**src/rtl/multicycle_ctrl_if.sv**
```systemverilog
// Control bundle between the multicycle sequencer and the datapath.
// master = sequencer, slave = datapath / memory side.
interface multicycle_ctrl_if;
  logic [5:0]  op;
  logic [5:0]  func;
  logic        z;
  logic        mem_ready;
  logic        Wpc;
  logic        Wir;
  logic        Wreg;
  logic        Wmem;
  logic        Regrt;
  logic        Se;
  logic        Aluqb;
  logic [1:0]  Aluc;
  logic [1:0]  Pcsrc;
  logic        Reg2reg;
  logic        Reglui;
  logic [2:0]  state;
  logic        illegal;
  logic [31:0] retired;

  modport master (
    input  op, func, z, mem_ready,
    output Wpc, Wir, Wreg, Wmem,
    output Regrt, Se, Aluqb, Aluc,
    output Pcsrc, Reg2reg, Reglui,
    output state, illegal, retired
  );

  modport slave (
    output op, func, z, mem_ready,
    input  Wpc, Wir, Wreg, Wmem,
    input  Regrt, Se, Aluqb, Aluc,
    input  Pcsrc, Reg2reg, Reglui,
    input  state, illegal, retired
  );
endinterface

```
**src/rtl/multicycle_ctrl.sv**
```systemverilog
// Multicycle control sequencer: IF/ID/EX/MEM/WB FSM
// with data-memory wait states and a retired counter.
module multicycle_ctrl (
  input  logic clk,
  input  logic pcrst,
  multicycle_ctrl_if.master bus
);
  typedef enum logic [2:0] {
    S_IF  = 3'd0,
    S_ID  = 3'd1,
    S_EX  = 3'd2,
    S_MEM = 3'd3,
    S_WB  = 3'd4
  } state_t;

  state_t cur, nxt;

  logic rtype, r_add, r_sub, r_and, r_or;
  logic i_addi, i_andi, i_ori, i_lui;
  logic i_lw, i_sw, i_beq, i_bne, i_j;
  logic legal, itype, branch, taken;
  logic wpc, wir, wreg, wmem, ill;
  logic [1:0] pcsrc;

  // Instruction decode from the IR fields.
  always_comb begin
    rtype  = (bus.op == 6'b000000);
    r_add  = rtype && (bus.func == 6'b100000);
    r_sub  = rtype && (bus.func == 6'b100010);
    r_and  = rtype && (bus.func == 6'b100100);
    r_or   = rtype && (bus.func == 6'b100101);
    i_addi = (bus.op == 6'b001000);
    i_andi = (bus.op == 6'b001100);
    i_ori  = (bus.op == 6'b001101);
    i_lui  = (bus.op == 6'b001111);
    i_lw   = (bus.op == 6'b100011);
    i_sw   = (bus.op == 6'b101011);
    i_beq  = (bus.op == 6'b000100);
    i_bne  = (bus.op == 6'b000101);
    i_j    = (bus.op == 6'b000010);
    itype  = i_addi | i_andi | i_ori | i_lui
           | i_lw | i_sw | i_beq | i_bne;
    legal  = r_add | r_sub | r_and | r_or
           | itype | i_j;
    branch = i_beq | i_bne;
    taken  = (i_beq & bus.z) | (i_bne & ~bus.z);
  end

  // State register; reset returns to fetch.
  always_ff @(posedge clk) begin
    if (pcrst) cur <= S_IF;
    else       cur <= nxt;
  end

  // Next state and sequencing strobes.
  always_comb begin
    nxt   = cur;
    wpc   = 1'b0;
    wir   = 1'b0;
    wreg  = 1'b0;
    wmem  = 1'b0;
    ill   = 1'b0;
    pcsrc = 2'b00;
    unique case (cur)
      S_IF: begin
        wir = 1'b1;
        nxt = S_ID;
      end
      S_ID: begin
        if (i_lui) begin
          nxt = S_WB;
        end else if (i_j) begin
          wpc   = 1'b1;
          pcsrc = 2'b11;
          nxt   = S_IF;
        end else if (!legal) begin
          wpc = 1'b1;
          ill = 1'b1;
          nxt = S_IF;
        end else begin
          nxt = S_EX;
        end
      end
      S_EX: begin
        if (branch) begin
          wpc   = 1'b1;
          pcsrc = taken ? 2'b10 : 2'b00;
          nxt   = S_IF;
        end else if (i_lw | i_sw) begin
          nxt = S_MEM;
        end else begin
          nxt = S_WB;
        end
      end
      S_MEM: begin
        wmem = i_sw;
        if (bus.mem_ready) begin
          if (i_sw) begin
            wpc = 1'b1;
            nxt = S_IF;
          end else begin
            nxt = S_WB;
          end
        end
      end
      S_WB: begin
        wreg = 1'b1;
        wpc  = 1'b1;
        nxt  = S_IF;
      end
      default: nxt = S_IF;
    endcase
    if (pcrst) begin
      wpc  = 1'b0;
      wir  = 1'b0;
      wreg = 1'b0;
      wmem = 1'b0;
      ill  = 1'b0;
    end
  end

  // Datapath selects, held at 0 in fetch and for undefined opcodes.
  always_comb begin
    bus.Regrt   = 1'b0;
    bus.Se      = 1'b0;
    bus.Aluqb   = 1'b0;
    bus.Aluc    = 2'b00;
    bus.Reg2reg = 1'b0;
    bus.Reglui  = 1'b0;
    if (cur != S_IF && legal) begin
      bus.Regrt   = itype;
      bus.Se      = i_addi | i_lw | i_sw | branch;
      bus.Aluqb   = rtype | branch;
      bus.Reg2reg = ~i_lw;
      bus.Reglui  = i_lui;
      unique case (1'b1)
        r_sub | branch:  bus.Aluc = 2'b01;
        r_and | i_andi:  bus.Aluc = 2'b10;
        r_or  | i_ori:   bus.Aluc = 2'b11;
        default:         bus.Aluc = 2'b00;
      endcase
    end
  end

  // Count instructions that complete without a decode fault.
  always_ff @(posedge clk) begin
    if (pcrst)           bus.retired <= 32'd0;
    else if (wpc && !ill) bus.retired <= bus.retired + 32'd1;
  end

  assign bus.Wpc     = wpc;
  assign bus.Wir     = wir;
  assign bus.Wreg    = wreg;
  assign bus.Wmem    = wmem;
  assign bus.illegal = ill;
  assign bus.Pcsrc   = pcsrc;
  assign bus.state   = cur;
endmodule

```
**src/flat_wrapper.sv**
```systemverilog
// flat-port wrapper written by rule: the top's interface ports become plain ports
module multicycle_ctrl_flat 
  (clk, pcrst, bus_op, bus_func, bus_z, bus_mem_ready, bus_Wpc, bus_Wir, bus_Wreg, bus_Wmem, bus_Regrt, bus_Se, bus_Aluqb, bus_Aluc, bus_Pcsrc, bus_Reg2reg, bus_Reglui, bus_state, bus_illegal, bus_retired);
  multicycle_ctrl_if bus_i ();
  input  logic clk;
  input  logic pcrst;
  input wire logic [$bits(bus_i.op)-1:0] bus_op;
  input wire logic [$bits(bus_i.func)-1:0] bus_func;
  input wire logic [$bits(bus_i.z)-1:0] bus_z;
  input wire logic [$bits(bus_i.mem_ready)-1:0] bus_mem_ready;
  output wire logic [$bits(bus_i.Wpc)-1:0] bus_Wpc;
  output wire logic [$bits(bus_i.Wir)-1:0] bus_Wir;
  output wire logic [$bits(bus_i.Wreg)-1:0] bus_Wreg;
  output wire logic [$bits(bus_i.Wmem)-1:0] bus_Wmem;
  output wire logic [$bits(bus_i.Regrt)-1:0] bus_Regrt;
  output wire logic [$bits(bus_i.Se)-1:0] bus_Se;
  output wire logic [$bits(bus_i.Aluqb)-1:0] bus_Aluqb;
  output wire logic [$bits(bus_i.Aluc)-1:0] bus_Aluc;
  output wire logic [$bits(bus_i.Pcsrc)-1:0] bus_Pcsrc;
  output wire logic [$bits(bus_i.Reg2reg)-1:0] bus_Reg2reg;
  output wire logic [$bits(bus_i.Reglui)-1:0] bus_Reglui;
  output wire logic [$bits(bus_i.state)-1:0] bus_state;
  output wire logic [$bits(bus_i.illegal)-1:0] bus_illegal;
  output wire logic [$bits(bus_i.retired)-1:0] bus_retired;
  assign bus_i.op = bus_op;
  assign bus_i.func = bus_func;
  assign bus_i.z = bus_z;
  assign bus_i.mem_ready = bus_mem_ready;
  assign bus_Wpc = bus_i.Wpc;
  assign bus_Wir = bus_i.Wir;
  assign bus_Wreg = bus_i.Wreg;
  assign bus_Wmem = bus_i.Wmem;
  assign bus_Regrt = bus_i.Regrt;
  assign bus_Se = bus_i.Se;
  assign bus_Aluqb = bus_i.Aluqb;
  assign bus_Aluc = bus_i.Aluc;
  assign bus_Pcsrc = bus_i.Pcsrc;
  assign bus_Reg2reg = bus_i.Reg2reg;
  assign bus_Reglui = bus_i.Reglui;
  assign bus_state = bus_i.state;
  assign bus_illegal = bus_i.illegal;
  assign bus_retired = bus_i.retired;
  multicycle_ctrl u_core (.clk(clk), .pcrst(pcrst), .bus(bus_i));
endmodule
```
**config.mk**
```make
export PLATFORM = sky130hd
export DESIGN_NAME = multicycle_ctrl_flat
export DESIGN_NICKNAME = d
export VERILOG_FILES = /design/src/rtl/multicycle_ctrl_if.sv /design/src/rtl/multicycle_ctrl.sv /design/src/flat_wrapper.sv
export SDC_FILE = /design/constraint.sdc
export NUM_CORES = 1
export LEC_CHECK = 0
export CAP_MARGIN = 20
export CORE_MARGIN = 4
export CORE_UTILIZATION = 43
export CTS_BUF_LIST = sky130_fd_sc_hd__clkbuf_2 sky130_fd_sc_hd__clkbuf_4 sky130_fd_sc_hd__clkbuf_8
export DETAILED_ROUTE_END_ITERATION = 12
export DONT_BUFFER_PORTS = 1
export PLACE_DENSITY_LB_ADDON = 0.08
export SETUP_SLACK_MARGIN = 0.1
export SLEW_MARGIN = 5
export SYNTH_ARGS = -nofsm -noshare
export SYNTH_HDL_FRONTEND = slang
export SYNTH_SLANG_ARGS = --single-unit
export TNS_END_PERCENT = 100
```
**constraint.sdc**
```tcl
create_clock -name clk -period 3.6 [get_ports clk]
set_input_delay 0.9 -clock clk [delete_from_list [all_inputs] [get_ports clk]]
set_output_delay 0.9 -clock clk [all_outputs]
set_load 0.02 [all_outputs]
```
==> results of run 1 <==
stage by stage:
step	instance area [µm²]	power (µW)
floorplan	2240	461
global placement	2260	465
detailed placement	2260	464
CTS	2350	754
global route	2350	779
finish	2350	741
logic make-up after synthesis:
| kind of cell | count (synthesis) |
|---|---|
| XOR/XNOR | 2 |
| AND/OR/NAND/NOR | 130 |
| AO/OA/AOI/OAI | 83 |
| flip-flops | 35 |
| adder cells (fa/ha/maj) | 1 |
| buffers and inverters | 28 |
worst paths after layout:
path	slack, ns	cells after the start	to
max reg2reg	1.06	8	u_core.bus.retired[7]
min	0.58	2	u_core.bus.retired[31]
max	0.36	6	bus_Aluqb
min reg2reg	0.58	2	u_core.bus.retired[31]
sequential cells by signal, summed over array words and instances, names as in the netlist:
| name | flops |
|---|---|
| u_core.bus.retired | 32 |
| u_core.bus.state | 3 |
power groups by stage:
stage | combinational (µW) | clock, µW | sequential (µW)
floorplan | 60.0 | 0 | 401
CTS | 59.2 | 299 | 396
global placement | 59.6 | 0 | 405
finish | 59.3 | 285 | 396
detailed placement | 59.1 | 0 | 405
global route | 65.2 | 317 | 397
area by class of cell:
cell class,instances,area [µm²],area share
clock buffer,6,82.6,0.0352
timing repair buffer,8,60.1,0.0256
tap,67,83.8,0.0357
sequential,35,701,0.298
inverter,5,18.8,0.00799
multi-input combinational,216,1400,0.595
clock inverter,1,5.00,0.00213
routing by layer:
| layer | routed length [µm] | global-route usage |
|---|---|---|
| met1 | 2540 | 0.228 |
| met2 | 2590 | 0.288 |
| met3 | 433 | 0.0617 |
| met5 | 0 | 0 |
| met4 | 41 | 0.0405 |
synthesized netlist by cell type (3+ instances only):
cell type,count
clkbuf_1,11
nand3b_1,3
nand3_1,18
nand4_1,8
nor2b_1,3
o31ai_1,26
o21ai_0,5
o21ai_1,3
o311ai_0,3
nor3_1,7
nand2_1,13
and2_1,5
dfxtp_1,35
nand2b_1,3
nor2_1,14
or4_1,27
buf_4,3
and3_1,10
or2_2,3
inv_1,5
a21oi_1,34
buf_2,5
worst reg2reg max path, delay by kind of cell, from the launching register on:
family | cells | cell delay, ns
simple gates | 4 | 0.96
flops | 1 | 0.67
compound gates | 3 | 0.52
buf+inv | 1 | 0.31
==> flow_summary.yaml, run 1 <==
run_status:
  status: "finished, final reports clean"
critical_path:
  max_stage_delay_ns: 0.35
  critPathMaxFanout: 7
  cp_data_required_time_ns: 2.70
  crit_path_start: "bus_op[1]"
  crit_type: "input pin to primary output"
  crit_buf_inv: 1
  startpoint_type: "input pin"
  arrival_ns: 2.34
  r2r-start: "u_core.bus.state[0]"
  crit_chain: "nor3_1 -> o2111ai_1 -> nand2_1 -> o32ai_1 -> a2111oi_2 -> buf_4"
  slowest_stage: "nor3_1"
  crit_family: "compound AO/OA/AOI/OAI gates"
  endpoint_kind: "primary output"
final_layout:
  final_cell_mix: "35 x dfxtp_1, 34 x a21oi_1, 27 x or4_1"
  fin_nets: 288
  layoutNonFillerInstCount: 338
  antenna_cells: 0
  area_growth_pct: 5.15
  utilization: 0.481
  num-fill-cells: 516
  final_common_cell: "dfxtp_1"
  drive_above_1_share: 0.107
sta:
  finalClockSkew_ns: 0.00860
  setup_slack_ns: 0.357
  slew_violations: 0
  period_minus_slack_ns: 3.24
  finalSetupTns_ns: 0
  worst_slew_pin_slew_ns: 0.942
  whs_ns: 0.580
  max_freq_ghz: 0.308
  slew_headroom: 0.370
  post-route-period-util: 0.901
  setup_viol: 0
  rsz0062_at_grt: "false"
  finalHoldViolCount: 0
power_and_ir_drop:
  power.density_nw_per_um2: 315
  internal-power_uw: 557
  ir_drop_mv: 0.133
  pwr-share-comb: 0.080
  swShare: 0.248
  leakagePower_uw: 0.000711
  clockPowerShare: 0.385
  p_sw_uw: 183
  pwr-share-seq: 0.535
global_route:
  antenna_found_initial: 0
  grt_pass1_vias: 1924
  track_usage: 0.178
  overflow: 0
  grt_max_degree: 64
  grt_pass1_wl_um: 9250
place:
  portBuffers: 0
  place_ws_ns: 0.395
  dp_cells: 331
  hpwlAfterDp_um: 3880
  gp_congestion: 0.806
route:
  detail_route.wl_per_cell_um: 16.6
  drt-total-wl_um: 5610
  postRouteAntennaNets: 0
  firstDrtPassIters: 4
  num_vias: 2141
  via_per_inst: 6.33
  drc_errors: 0
  drt_iter0_markers: 120
yosys:
  netlist_area_um2: 2230
  synthArstFlopShare: 0
  avgSynthCellArea_um2: 8.00
  synth_top_area_share: 0.314
  synthMuxAreaShare: 0
  ys_types: 50
  synthesis.nets: 296
  ys_warn_count: 0
  ys_seq_elements: 35
  synth_fa_ha_area_frac: 0.00560
  synth_seq_area_share: 0.314
  synth-edff-count: 0
  synth_xor_area_frac: 0.00784
  synth_area_leaders: "dfxtp_1 31%, or4_1 9.1%, o31ai_1 8.7%, a21oi_1 7.6%, nand3_1 4.0%"
  synth_compound_area_frac: 0.245
  synth_top_cell_by_area: "dfxtp_1"
  synth-main-ff-cell: "dfxtp_1"
  synth_top_family_by_area: "simple AND/OR/NAND/NOR gates"
  synthSimpleGateAreaFrac: 0.364
  synth_cells: 279
floorplanning:
  rows: 25
  io_pins: 65
  coreArea_um2: 4880
  chipHeight_um: 80.1
  die-area_um2: 6410
  die_w_um: 80.1
  initial_utilization: 0.458
hold_path:
  hold_start: "u_core.bus.retired[31]"
  min_path_type: "flop to flop"
clocking:
  cts_htree_levels: 2
  cts.sinks: 35
  insertion_delay_ns: 0.28
  clockBufferDepth: 2
  cts.repair.resized: 0
  clk_pin_slew_ns: 0.07
  hold_buffers: 0
  cts_setup_buffers: 0
  tritoncts: "built"
  cts_root_buffer: "clkbuf_8"
  numCtsBuffers: 5
flow_run:
  maxCapViolCount: 0
Power figures use the tool's default switching activity.
==> run 2, diff against run 1 <==
--- a/config.mk
+++ b/config.mk
@@ -9,10 +9,11 @@
 export CORE_MARGIN = 4
 export CORE_UTILIZATION = 43
 export CTS_BUF_LIST = sky130_fd_sc_hd__clkbuf_2 sky130_fd_sc_hd__clkbuf_4 sky130_fd_sc_hd__clkbuf_8
+export CTS_CLUSTER_SIZE = 30
 export DETAILED_ROUTE_END_ITERATION = 12
 export DONT_BUFFER_PORTS = 1
 export PLACE_DENSITY_LB_ADDON = 0.08
-export SETUP_SLACK_MARGIN = 0.1
+export SETUP_SLACK_MARGIN = 0.5
 export SLEW_MARGIN = 5
 export SYNTH_ARGS = -nofsm -noshare
 export SYNTH_HDL_FRONTEND = slang
==> run 2 against run 1 <==
Utilization is 2.7 points higher. Power is 2.0% higher. Highest routed layer unchanged. Sequential cell count unchanged. Maximum frequency rose by 7.1%.
==> flow_summary.yaml, run 2 (synthesized netlist as in run 1, its figures left out) <==
power_and_ir_drop:
  power.density_nw_per_um2: 304
  leakagePower_uw: 0.000744
  ir_drop_mv: 0.292
route:
  drc_errors: 0
  drt_iter0_markers: 129
  num_vias: 2176
  firstDrtPassIters: 4
  drt-total-wl_um: 5720
  via_per_inst: 6.34
  postRouteAntennaNets: 0
  detail_route.wl_per_cell_um: 16.7
global_route:
  overflow: 0
  grt_max_degree: 34
  antenna_found_initial: 0
  grt_pass1_vias: 1974
  grt_pass1_wl_um: 9370
  track_usage: 0.179
sta:
  max_freq_ghz: 0.330
  finalSetupTns_ns: 0
  post-route-period-util: 0.841
  slew_headroom: 0.411
  rsz0062_at_grt: "true"
  slew_violations: 0
  setup_slack_ns: 0.572
  finalClockSkew_ns: 0.0146
  setup_viol: 0
  finalHoldViolCount: 0
  period_minus_slack_ns: 3.03
  worst_slew_pin_slew_ns: 0.883
floorplanning:
  chipHeight_um: 80.1
  rows: 25
  die-area_um2: 6410
  coreArea_um2: 4880
  io_pins: 65
  die_w_um: 80.1
  initial_utilization: 0.458
final_layout:
  area_growth_pct: 11.1
  antenna_cells: 0
  drive_above_1_share: 0.167
  fin_nets: 292
  final_common_cell: "dfxtp_1"
  largest_reg_flops: 32
  final_cell_mix: "35 x dfxtp_1, 34 x a21oi_1, 27 x or4_1"
  regMostFlops: "u_core.bus.retired"
clocking:
  numCtsBuffers: 5
  cts_htree_levels: 2
  hold_buffers: 0
  insertion_delay_ns: 0.29
  clockBufferDepth: 2
  clk_pin_slew_ns: 0.07
  cts.sinks: 35
  cts_root_buffer: "clkbuf_8"
  tritoncts: "built"
critical_path:
  critPathMaxFanout: 7
  crit_type: "input pin to primary output"
  endpoint_kind: "primary output"
  startpoint_type: "input pin"
  arrival_ns: 2.13
  cp_data_required_time_ns: 2.70
  r2r_cells: 6
flow_run:
  maxCapViolCount: 0
place:
  hpwlAfterDp_um: 3860
  portBuffers: 0
  place_ws_ns: 0.393
  gp_congestion: 0.844
hold_path:
  min_path_type: "flop to flop"
  holdPathStages: 2
run_status:
  status: "finished, final reports clean"
run 2: cell count changes in the layout (fill, tap and decap cells not counted), sizes merged:
cell | before | now
buf | 8 | 12
clkinvlp | 0 | 1
run 2: timing repair:
action	4_1_cts	5_1_grt
buffers inserted	1	4
endpoints found under the setup margin	7	5
gates resized for setup	3	6
pin swaps	1	5
hold endpoints to repair	0	0
run 2: through the flow:
stage	instance area (µm²)	hold slack, ns	cells	utilization	power [µW]
2_1_floorplan	2310	0.551	279	-	468
3_3_place_gp	2300	0.570	330	0.472	467
3_5_place_dp	2300	0.569	330	0.472	467
4_1_cts	2430	0.586	339	0.497	759
5_1_grt	2480	0.608	343	0.509	789
6_report	2480	0.576	343	0.509	756
run 2: worst paths after layout:
path	start	endpoint	slack, ns
worst min-delay path	u_core.bus.retired[31]	u_core.bus.retired[31]	0.58
worst max-delay path	bus_op[2]	bus_Aluqb	0.57
worst min register to register	u_core.bus.retired[31]	u_core.bus.retired[31]	0.58
worst max register to register	u_core.bus.state[0]	u_core.bus.retired[2]	1.03
run 2: worst max-delay path, stage by stage:
cell and delay (ns):
and2_4 0.13, nand3b_1 0.07, a31o_1 0.25, nand2_2 0.10, o32ai_4 0.15, a2111oi_2 0.32
buf_4 0.20
run 2: cell type report:
cell class / count / area (µm²)
Timing Repair Buffer: 12 / 93.8
Clock inverter: 2 / 12.5
Clock buffer: 6 / 76.3
Multi-Input combinational cell: 216 / 1490
Tap cell: 67 / 83.8
Fill cell: 499 / 2400
Sequential cell: 35 / 701
Inverter: 5 / 21.3
run 2: routing by layer:
layer  track usage  wire length (µm)  vias up
li1              -                 -     1090
met1         0.225              2660     1030
met2         0.294              2650       54
met3        0.0628               383        2
met4        0.0372                28        0
met5             0                 0        -
run 2: report_power, final:
group,internal (µW),leakage [µW],switching (µW),total [µW]
clock network,143,0.0000446,146,289
logic,25.6,0.000417,43.8,69.4
registers,389,0.000282,8.30,397
